==> src/rtl/hamming_pkg.sv <==
// Shared Hamming(7,4) constants and TX FSM state type.
// Bit positions follow the decoder's syndrome map (position p lives at index p-1).
package hamming_pkg;
   localparam int DATA_W = 4;
   localparam int CW_W   = 7;

   localparam int P1_IDX = 0;
   localparam int P2_IDX = 1;
   localparam int P4_IDX = 3;
   localparam int D_IDX [DATA_W] = '{2, 4, 5, 6};

   typedef enum logic [1:0] {IDLE, START, DATA, STOP} tx_state_e;
endpackage

==> src/rtl/hamming_encoder.sv <==
// Combinational Hamming(7,4) encoder; nibble bits scattered to data positions,
// parity bits at positions 1, 2 and 4.
module hamming_encoder
   import hamming_pkg::*;
(
   input  logic [DATA_W-1:0] data,
   output logic [CW_W-1:0]   cw
);

   always_comb begin
      cw = '0;
      for (int i = 0; i < DATA_W; i++) cw[D_IDX[i]] = data[i];
      cw[P1_IDX] = data[0] ^ data[1] ^ data[3];
      cw[P2_IDX] = data[0] ^ data[2] ^ data[3];
      cw[P4_IDX] = data[1] ^ data[2] ^ data[3];
   end

endmodule

==> src/rtl/hamming_tx_serializer.sv <==
// Hamming(7,4) encode + single-wire framed serializer with a one-entry pending buffer.
// Optional error injection on the wire only: define HAMMING_TX_ERR_INJECT_EN.
module hamming_tx_serializer
   import hamming_pkg::*;
#(
   parameter int BIT_CYCLES = 4
) (
   input  logic              clk,
   input  logic              rst_n,
   input  logic [DATA_W-1:0] in_data,
   input  logic              in_valid,
   output logic              in_ready,
   input  logic              inj_en,
   input  logic [2:0]        inj_pos,
   output logic              tx_serial,
   output logic              busy,
   output logic [CW_W-1:0]   codeword_out,
   output logic              frame_done
);

   logic [CW_W-1:0] enc_cw;
   logic [CW_W-1:0] pend_cw;
   logic [CW_W-1:0] load_cw;
   logic [CW_W-1:0] frame_cw;
   logic            pend_full;
   logic            accept;
   logic            load;
   logic            cyc_end;
   logic            tx_nxt;
   tx_state_e       state, state_nxt;
   logic [7:0]      cyc_cnt, cyc_nxt, cyc_inc;
   logic [2:0]      bit_idx, bit_nxt;

   hamming_encoder u_enc (
      .data (in_data),
      .cw   (enc_cw)
   );

   assign in_ready = ~pend_full;
   assign accept   = in_valid && in_ready;
   assign cyc_end  = (cyc_cnt == 8'(BIT_CYCLES - 1));
   assign cyc_inc  = cyc_end ? 8'd0 : cyc_cnt + 8'd1;

   always_ff @(posedge clk or negedge rst_n) begin
      if (!rst_n) begin
         pend_full <= 1'b0;
         pend_cw   <= '0;
      end else if (accept) begin
         pend_full <= 1'b1;
         pend_cw   <= enc_cw;
      end else if (load) begin
         pend_full <= 1'b0;
      end
   end

`ifdef HAMMING_TX_ERR_INJECT_EN
   // Flip mask travels with the pending codeword; codeword_out stays clean.
   logic [CW_W-1:0] pend_flip;
   logic [CW_W-1:0] tx_cw;

   always_ff @(posedge clk or negedge rst_n) begin
      if (!rst_n) begin
         pend_flip <= '0;
         tx_cw     <= '0;
      end else begin
         if (accept) pend_flip <= (inj_en && inj_pos != 3'd7) ? (CW_W'(1) << inj_pos) : '0;
         if (load)   tx_cw     <= load_cw;
      end
   end

   assign load_cw  = pend_cw ^ pend_flip;
   assign frame_cw = tx_cw;
`else
   logic unused_inj;
   assign unused_inj = ^{inj_en, inj_pos};
   assign load_cw    = pend_cw;
   assign frame_cw   = codeword_out;
`endif

   always_comb begin
      state_nxt = state;
      cyc_nxt   = '0;
      bit_nxt   = bit_idx;
      load      = 1'b0;
      case (state)
         IDLE: begin
            if (pend_full) begin
               load      = 1'b1;
               state_nxt = START;
            end
         end
         START: begin
            cyc_nxt = cyc_inc;
            if (cyc_end) begin
               state_nxt = DATA;
               bit_nxt   = 3'd0;
            end
         end
         DATA: begin
            cyc_nxt = cyc_inc;
            if (cyc_end) begin
               if (bit_idx == 3'(CW_W - 1)) state_nxt = STOP;
               else                         bit_nxt   = bit_idx + 3'd1;
            end
         end
         STOP: begin
            cyc_nxt = cyc_inc;
            // Back-to-back: reload straight into START with no idle gap.
            if (cyc_end) begin
               if (pend_full) begin
                  load      = 1'b1;
                  state_nxt = START;
               end else begin
                  state_nxt = IDLE;
               end
            end
         end
         default: state_nxt = IDLE;
      endcase

      case (state_nxt)
         START:   tx_nxt = 1'b0;
         DATA:    tx_nxt = frame_cw[bit_nxt];
         default: tx_nxt = 1'b1;
      endcase
   end

   always_ff @(posedge clk or negedge rst_n) begin
      if (!rst_n) begin
         state        <= IDLE;
         cyc_cnt      <= '0;
         bit_idx      <= '0;
         tx_serial    <= 1'b1;
         codeword_out <= '0;
      end else begin
         state     <= state_nxt;
         cyc_cnt   <= cyc_nxt;
         bit_idx   <= bit_nxt;
         tx_serial <= tx_nxt;
         if (load) codeword_out <= pend_cw;
      end
   end

   assign busy       = (state != IDLE) || pend_full;
   assign frame_done = (state == STOP) && cyc_end;

endmodule

==> config.mk <==
export PLATFORM = sky130hd
export DESIGN_NAME = hamming_tx_serializer
export DESIGN_NICKNAME = d
export VERILOG_FILES = /design/src/rtl/hamming_pkg.sv /design/src/rtl/hamming_encoder.sv /design/src/rtl/hamming_tx_serializer.sv
export SDC_FILE = /design/constraint.sdc
export NUM_CORES = 1
export LEC_CHECK = 0
export ABC_CLOCK_PERIOD_IN_PS = 3400
export CAP_MARGIN = 5
export CORE_MARGIN = 2
export CORE_UTILIZATION = 40
export CTS_CLUSTER_SIZE = 25
export DETAILED_ROUTE_END_ITERATION = 6
export PLACE_DENSITY_LB_ADDON = 0.12
export REMOVE_ABC_BUFFERS = 1
export SYNTH_ARGS = -nofsm -noshare
export SYNTH_HDL_FRONTEND = slang
export SYNTH_SLANG_ARGS = --single-unit
==> constraint.sdc <==
create_clock -name clk -period 3.4 [get_ports clk]
set_clock_uncertainty 0.1 [all_clocks]
set_input_delay 0.51 -clock clk [delete_from_list [all_inputs] [get_ports clk]]
set_output_delay 0.51 -clock clk [all_outputs]
set_load 0.1 [all_outputs]
Word-level counts from Yosys, hierarchy flattened
Cells that the tools add are included.
{ "word_totals": {"output_inout_bits": 11, "input_bits": 11, "elab_cells": 52, "register_bits": 29} }
{ "classes": {"bitwise": 7, "add_sub_neg": 2, "eq_ne": 7, "mux": 21, "magnitude_cmp": 1, "n_reduce_logical": 7} }
{ "ops": {"columns": ["cell", "n"], "rows": [
  ["8-bit two-way mux", 2],
  ["2-bit two-way mux", 5],
  ["3-bit two-way mux", 3],
  ["8-bit by 1-bit adder with 8-bit output, second input constant", 1],
  ["8-bit by 2-bit equality test with 1-bit output, second input constant", 1],
  ["2-bit one-hot mux with 4 select lines", 1],
  ["2-bit equality test, second input constant", 3],
  ["1-bit two-way mux", 6],
  ["3-bit one-hot mux with 2 select lines", 1],
  ["1-bit bitwise XOR", 6],
  ["2-bit by 1-bit equality test with 1-bit output, second input constant", 2],
  ["3-bit by 4-bit less-than comparator with 1-bit output, second input constant", 1],
  ["1-bit one-hot mux with 2 select lines", 2],
  ["2-bit nonzero test", 2],
  ["3-bit by 1-bit adder with 3-bit output, second input constant", 1],
  ["1-bit binary-select mux with 3-bit select", 1],
  ["3-bit equality test, second input constant", 1],
  ["3-bit OR reduction", 1],
  ["1-bit logical AND", 2],
  ["2-bit logical NOT", 1],
  ["1-bit logical OR", 1],
  ["1-bit inverter", 1]
]} }

Depth between registers and ports, before layout
{ "logic_depth": {"depth_word": 7, "mapped_depth": 9, "depth_no_buf": 8} }

Cells and area by module
Synthesis repeated with hierarchy kept, for this count alone.
{ "unflattened": {"cells_unflattened": 146, "area_unflattened_um2": 1655.3} }
{ "by_module_without_submodules": {"columns": ["module", "instances", "area_each_um2", "seq_area_each_um2", "cells_each"], "rows": [
  ["hamming_tx_serializer", 1, 1554.0, 726.9, 139],
  ["hamming_encoder", 1, 101.3, 0.0, 7]
]} }

Worst setup path before layout
OpenSTA, ideal clock, no wires.
{ "synth_path": {"path_kind": "register -> register", "start": "reg cyc_cnt[0]", "end": "reg codeword_out[0]", "arrival_time_ns": 2.316, "setup_slack_ns": 0.858, "required_ns": 3.174, "n_path_buf": 0, "path_stages_with_launch": 7, "setup_ns": 0.126, "cell_sequence": "dfrtp_1 -> ha_1 -> nor4b_2 -> and3_2 -> nor2_1 -> nor3_2 -> mux2_2"} }
{ "synth_between": {"elab_chain_len": 3} }
{ "synth_lines": {"columns": ["item", "line_no", "source"], "rows": [
  ["from (decl)", "hamming_tx_serializer.sv:31", "logic [7:0] cyc_cnt, cyc_nxt, cyc_inc;"],
  ["from (signal assigned)", "hamming_tx_serializer.sv:137", "cyc_cnt <= cyc_nxt;"],
  ["8-bit by 2-bit equality test with 1-bit output", "hamming_tx_serializer.sv:41", "assign cyc_end = (cyc_cnt == 8'(BIT_CYCLES - 1));"],
  ["1-bit two-way mux", "hamming_tx_serializer.sv:109", "if (cyc_end) begin"],
  ["1-bit one-hot mux with 2 select lines", "hamming_tx_serializer.sv:85", "case (state)"],
  ["to (signal assigned)", "hamming_tx_serializer.sv:140", "if (load) codeword_out <= pend_cw;"],
  ["to (decl)", "hamming_tx_serializer.sv:17", "output logic [CW_W-1:0] codeword_out,"]
]} }
Every way passes these cells.
A chain may end at the register's enable or synchronous reset.

Worst setup path in the final report
{ "layout_path": {"start": "reg state[0]", "end": "reg tx_serial"} }
{ "layout_between": {"elab_chain_len": 5, "elab_cells_between_ends": 16, "cone_classes": "eq/ne: 5; mux: 10; reduce/logical: 1"} }
{ "layout_lines": {"columns": ["item", "line_no", "source"], "rows": [
  ["from (decl)", "hamming_tx_serializer.sv:30", "tx_state_e state, state_nxt;"],
  ["from (signal assigned)", "hamming_tx_serializer.sv:136", "state <= state_nxt;"],
  ["2-bit equality test or 2-bit by 1-bit equality test with 1-bit output (tied branches)", "hamming_tx_serializer.sv:85", null],
  ["3-bit one-hot mux with 2 select lines *", "hamming_tx_serializer.sv:85", null],
  ["named net bit_nxt[1]", "hamming_tx_serializer.sv:32", "logic [2:0] bit_idx, bit_nxt;"],
  ["1-bit binary-select mux with 3-bit select *", "hamming_tx_serializer.sv:123", "DATA: tx_nxt = frame_cw[bit_nxt];"],
  ["1-bit two-way mux (implied by the code) *", "hamming_tx_serializer.sv:123", null],
  ["1-bit one-hot mux with 2 select lines *", "hamming_tx_serializer.sv:121", "case (state_nxt)"],
  ["named net tx_nxt", "hamming_tx_serializer.sv:29", "logic tx_nxt;"],
  ["to (signal assigned)", "hamming_tx_serializer.sv:139", "tx_serial <= tx_nxt;"],
  ["to (decl)", "hamming_tx_serializer.sv:15", "output logic tx_serial,"]
]} }
The timed path passes the listed nets; every way through them passes the cells marked *. The select of a mux whose other input is x is not followed.

==> results.cfg <==
[timing]
timing.final.max_slew_violations = 0
post-route-period-util_pct = 79.6
slew_headroom_pct = 34.8
worst_slack_ps = 694
period_needed_ps = 2710
tightest_slew_ps = 975
holdWs_ps = 379
rsz0062_at_grt = false
tns_ps = 0
setup_viol = 0
max_freq_mhz = 370
hold_violations = 0

[detailed_routing]
finalWirelength_mm = 3.07
antenna_left = 0
vias_per_cell = 5.33
drt-pass1-iter-count = 4
drc = 0
drtIter0Drc = 61
wl_met2_mm = 1.44
wl_met3_microns = 165
m1WireLength_mm = 1.42
top_layer_used = met4
vias = 1161
wl_per_cell_microns = 14.1

[place]
pre_cts_slack_ps = 721
gp_congestion = 0.799
io_buffers = 17
hpwl_mm = 2.29
placed_cell_area_sq_um = 1800

[pwr]
total_power_mw = 1.82
peakVddDrop_uv = 623
power.density_nw_per_um2 = 965
p_leak_nw = 0.859

[floorplan]
die_w_microns = 66.9
ios = 22
fp-row-count = 22
fp.dieH_microns = 66.9
core_area_sq_um = 3740
start_util_pct = 42.3
die-area_sq_um = 4480

[clock_tree]
numCtsBuffers = 5
cts_hold_buf = 0
worstSkewPairLatency_ps = 280
cts_tree = built
h-tree-depth = 2
post-cts-setup-buffer-count = 0
clock_sinks = 29
cts_resized = 0
clock-root-buffer = clkbuf_8
clk_pin_slew_ps = 60
clock_path_buffers = 2

[worst_setup_path]
startpoint = state[0]$_DFF_PN0_
r2r_start = state[0]$_DFF_PN0_
cp.arrival_ps = 2810
endpoint = tx_serial$_DFF_PN1_
r2r_slack_ps = 690
cp-end-kind = flop
critPathKind = flop to flop
cp_data_required_time_ps = 3500
reg2reg_depth = 7
r2r-end = tx_serial$_DFF_PN1_
startpoint_type = flop
crit_path_max_fanout = 7

[synthesis]
synthCells = 146
synth_seq_area_share_pct = 45.9
synth_area_leader_cell = dfrtp_1
yosys_warnings = 0
synth.top_cell.area_share_pct = 44.2
synth-seq-cells = 29
synth.avg_cell_area_sq_um = 10.8
post_synth_most_frequent_cells = dfrtp_1, nor2_1, mux2_2
ys_async_sr_fraction_pct = 100
synth_ff_type = dfrtp_1
synth.most_common_cell = dfrtp_1
syn-cell-area_sq_um = 1580
synthDistinctLibCells = 39
synth_edf_count = 0
synthTopCellsByArea = dfrtp_1, mux2_2, ha_1

[cells_and_area]
drive_above_1_share_pct = 20.6
layout.nets = 188
fillCellCount = 362
antenna_cells = 0
final_cell_area_sq_um = 1890
synthToLayoutAreaGrowth_pct = 19.1

[grt]
grt_max_degree = 30
grt_use_total_pct = 16.3
antenna_found_initial = 0
globalRoute.totalOverflow = 0
grt_pass1_wl_mm = 5.40
grt_pass1_vias = 1162

[min_path]
hold_class = flop to flop

[run_status]
status = finished, final reports clean

[flow_run]
maxCapViolCount = 0
-- cell type report --
cell class	instances	area [sq um]	area share (%)
multi-input combinational	106	816	43.2
inverter	9	33.8	1.79
tap	48	60.1	3.18
sequential	29	727	38.5
clock buffer	6	72.6	3.85
timing repair buffer	18	168	8.89
clock inverter	2	10.0	0.531
-- cell families after synthesis --
kind of cell             count (synthesis)  synth area share (%)
AND/OR/NAND/NOR                         50                  17.5
flip-flops                              29                  45.9
AO/OA/AOI/OAI                           23                  11.9
multiplexers                            14                  9.72
XOR/XNOR                                11                  6.08
buffers and inverters                   11                  2.61
adder cells (fa/ha/maj)                  8                  6.32
-- stage by stage --
step / utilization (%) / std cells
final: 50.4 / 218
after global routing: 50.4 / 218
after CTS: 50.4 / 218
after detailed placement: 48.2 / 210
after global placement: 48.2 / 210
after floorplan: - / 144
-- worst min path at each step --
stage / start / end / depth (start not counted)
after floorplan: rst_n / bit_idx[0]$_DFF_PN0_ / 0
after global placement: load_cw[0]$_DFFE_PN0P_ / load_cw[0]$_DFFE_PN0P_ / 2
after detailed placement: load_cw[0]$_DFFE_PN0P_ / load_cw[0]$_DFFE_PN0P_ / 2
after CTS: load_cw[3]$_DFFE_PN0P_ / load_cw[3]$_DFFE_PN0P_ / 2
after global routing: load_cw[3]$_DFFE_PN0P_ / load_cw[3]$_DFFE_PN0P_ / 2
final: load_cw[0]$_DFFE_PN0P_ / load_cw[0]$_DFFE_PN0P_ / 2
-- layer usage --
| metal | global-route usage, % | vias to the layer above |
|---|---|---|
| met1 | 20.6 | 564 |
| met3 | 5.57 | 6 |
| met4 | 7.65 | 0 |
| met2 | 25.0 | 29 |
| li1 | - | 562 |
| met5 | 0 | - |
-- placed cells by master, fill, tap and decap left out, drive strengths merged, types with 3 or more instances in the layout --
cell	count
inv	9
dfrtp	28
nor3	3
nand3	8
and3	3
o21ai	7
nand2b	3
nor2	13
a21oi	4
xor2	7
mux2	11
nand2	9
xnor2	4
clkbuf	6
mux2i	3
clkdlybuf4s50	13
buf	5
ha	8
-- critical path: stages, from the launching register on --
cell      delay (ps)
dfrtp_1          430
inv_1            110
ha_1             430
or4b_2           610
o221ai_1         200
o311ai_2         190
or3_1            370
a32oi_1          190
-- sequential cells by signal, indices dropped and copies added, names as in the netlist --
| name | cells |
|---|---|
| pend_full | 1 |
| state | 2 |
| codeword_out | 7 |
| cyc_cnt | 8 |
| tx_serial | 1 |
| bit_idx | 3 |
| load_cw | 7 |
-- power by group --
part / leakage, nW / switching (mW) / total, mW / internal [mW]
registers: 0.367 / 0.0927 / 0.566 / 0.473
clock network: 0.0450 / 0.129 / 0.270 / 0.141
logic: 0.447 / 0.681 / 0.985 / 0.304
Note: power is estimated with default switching activity, not from simulation.
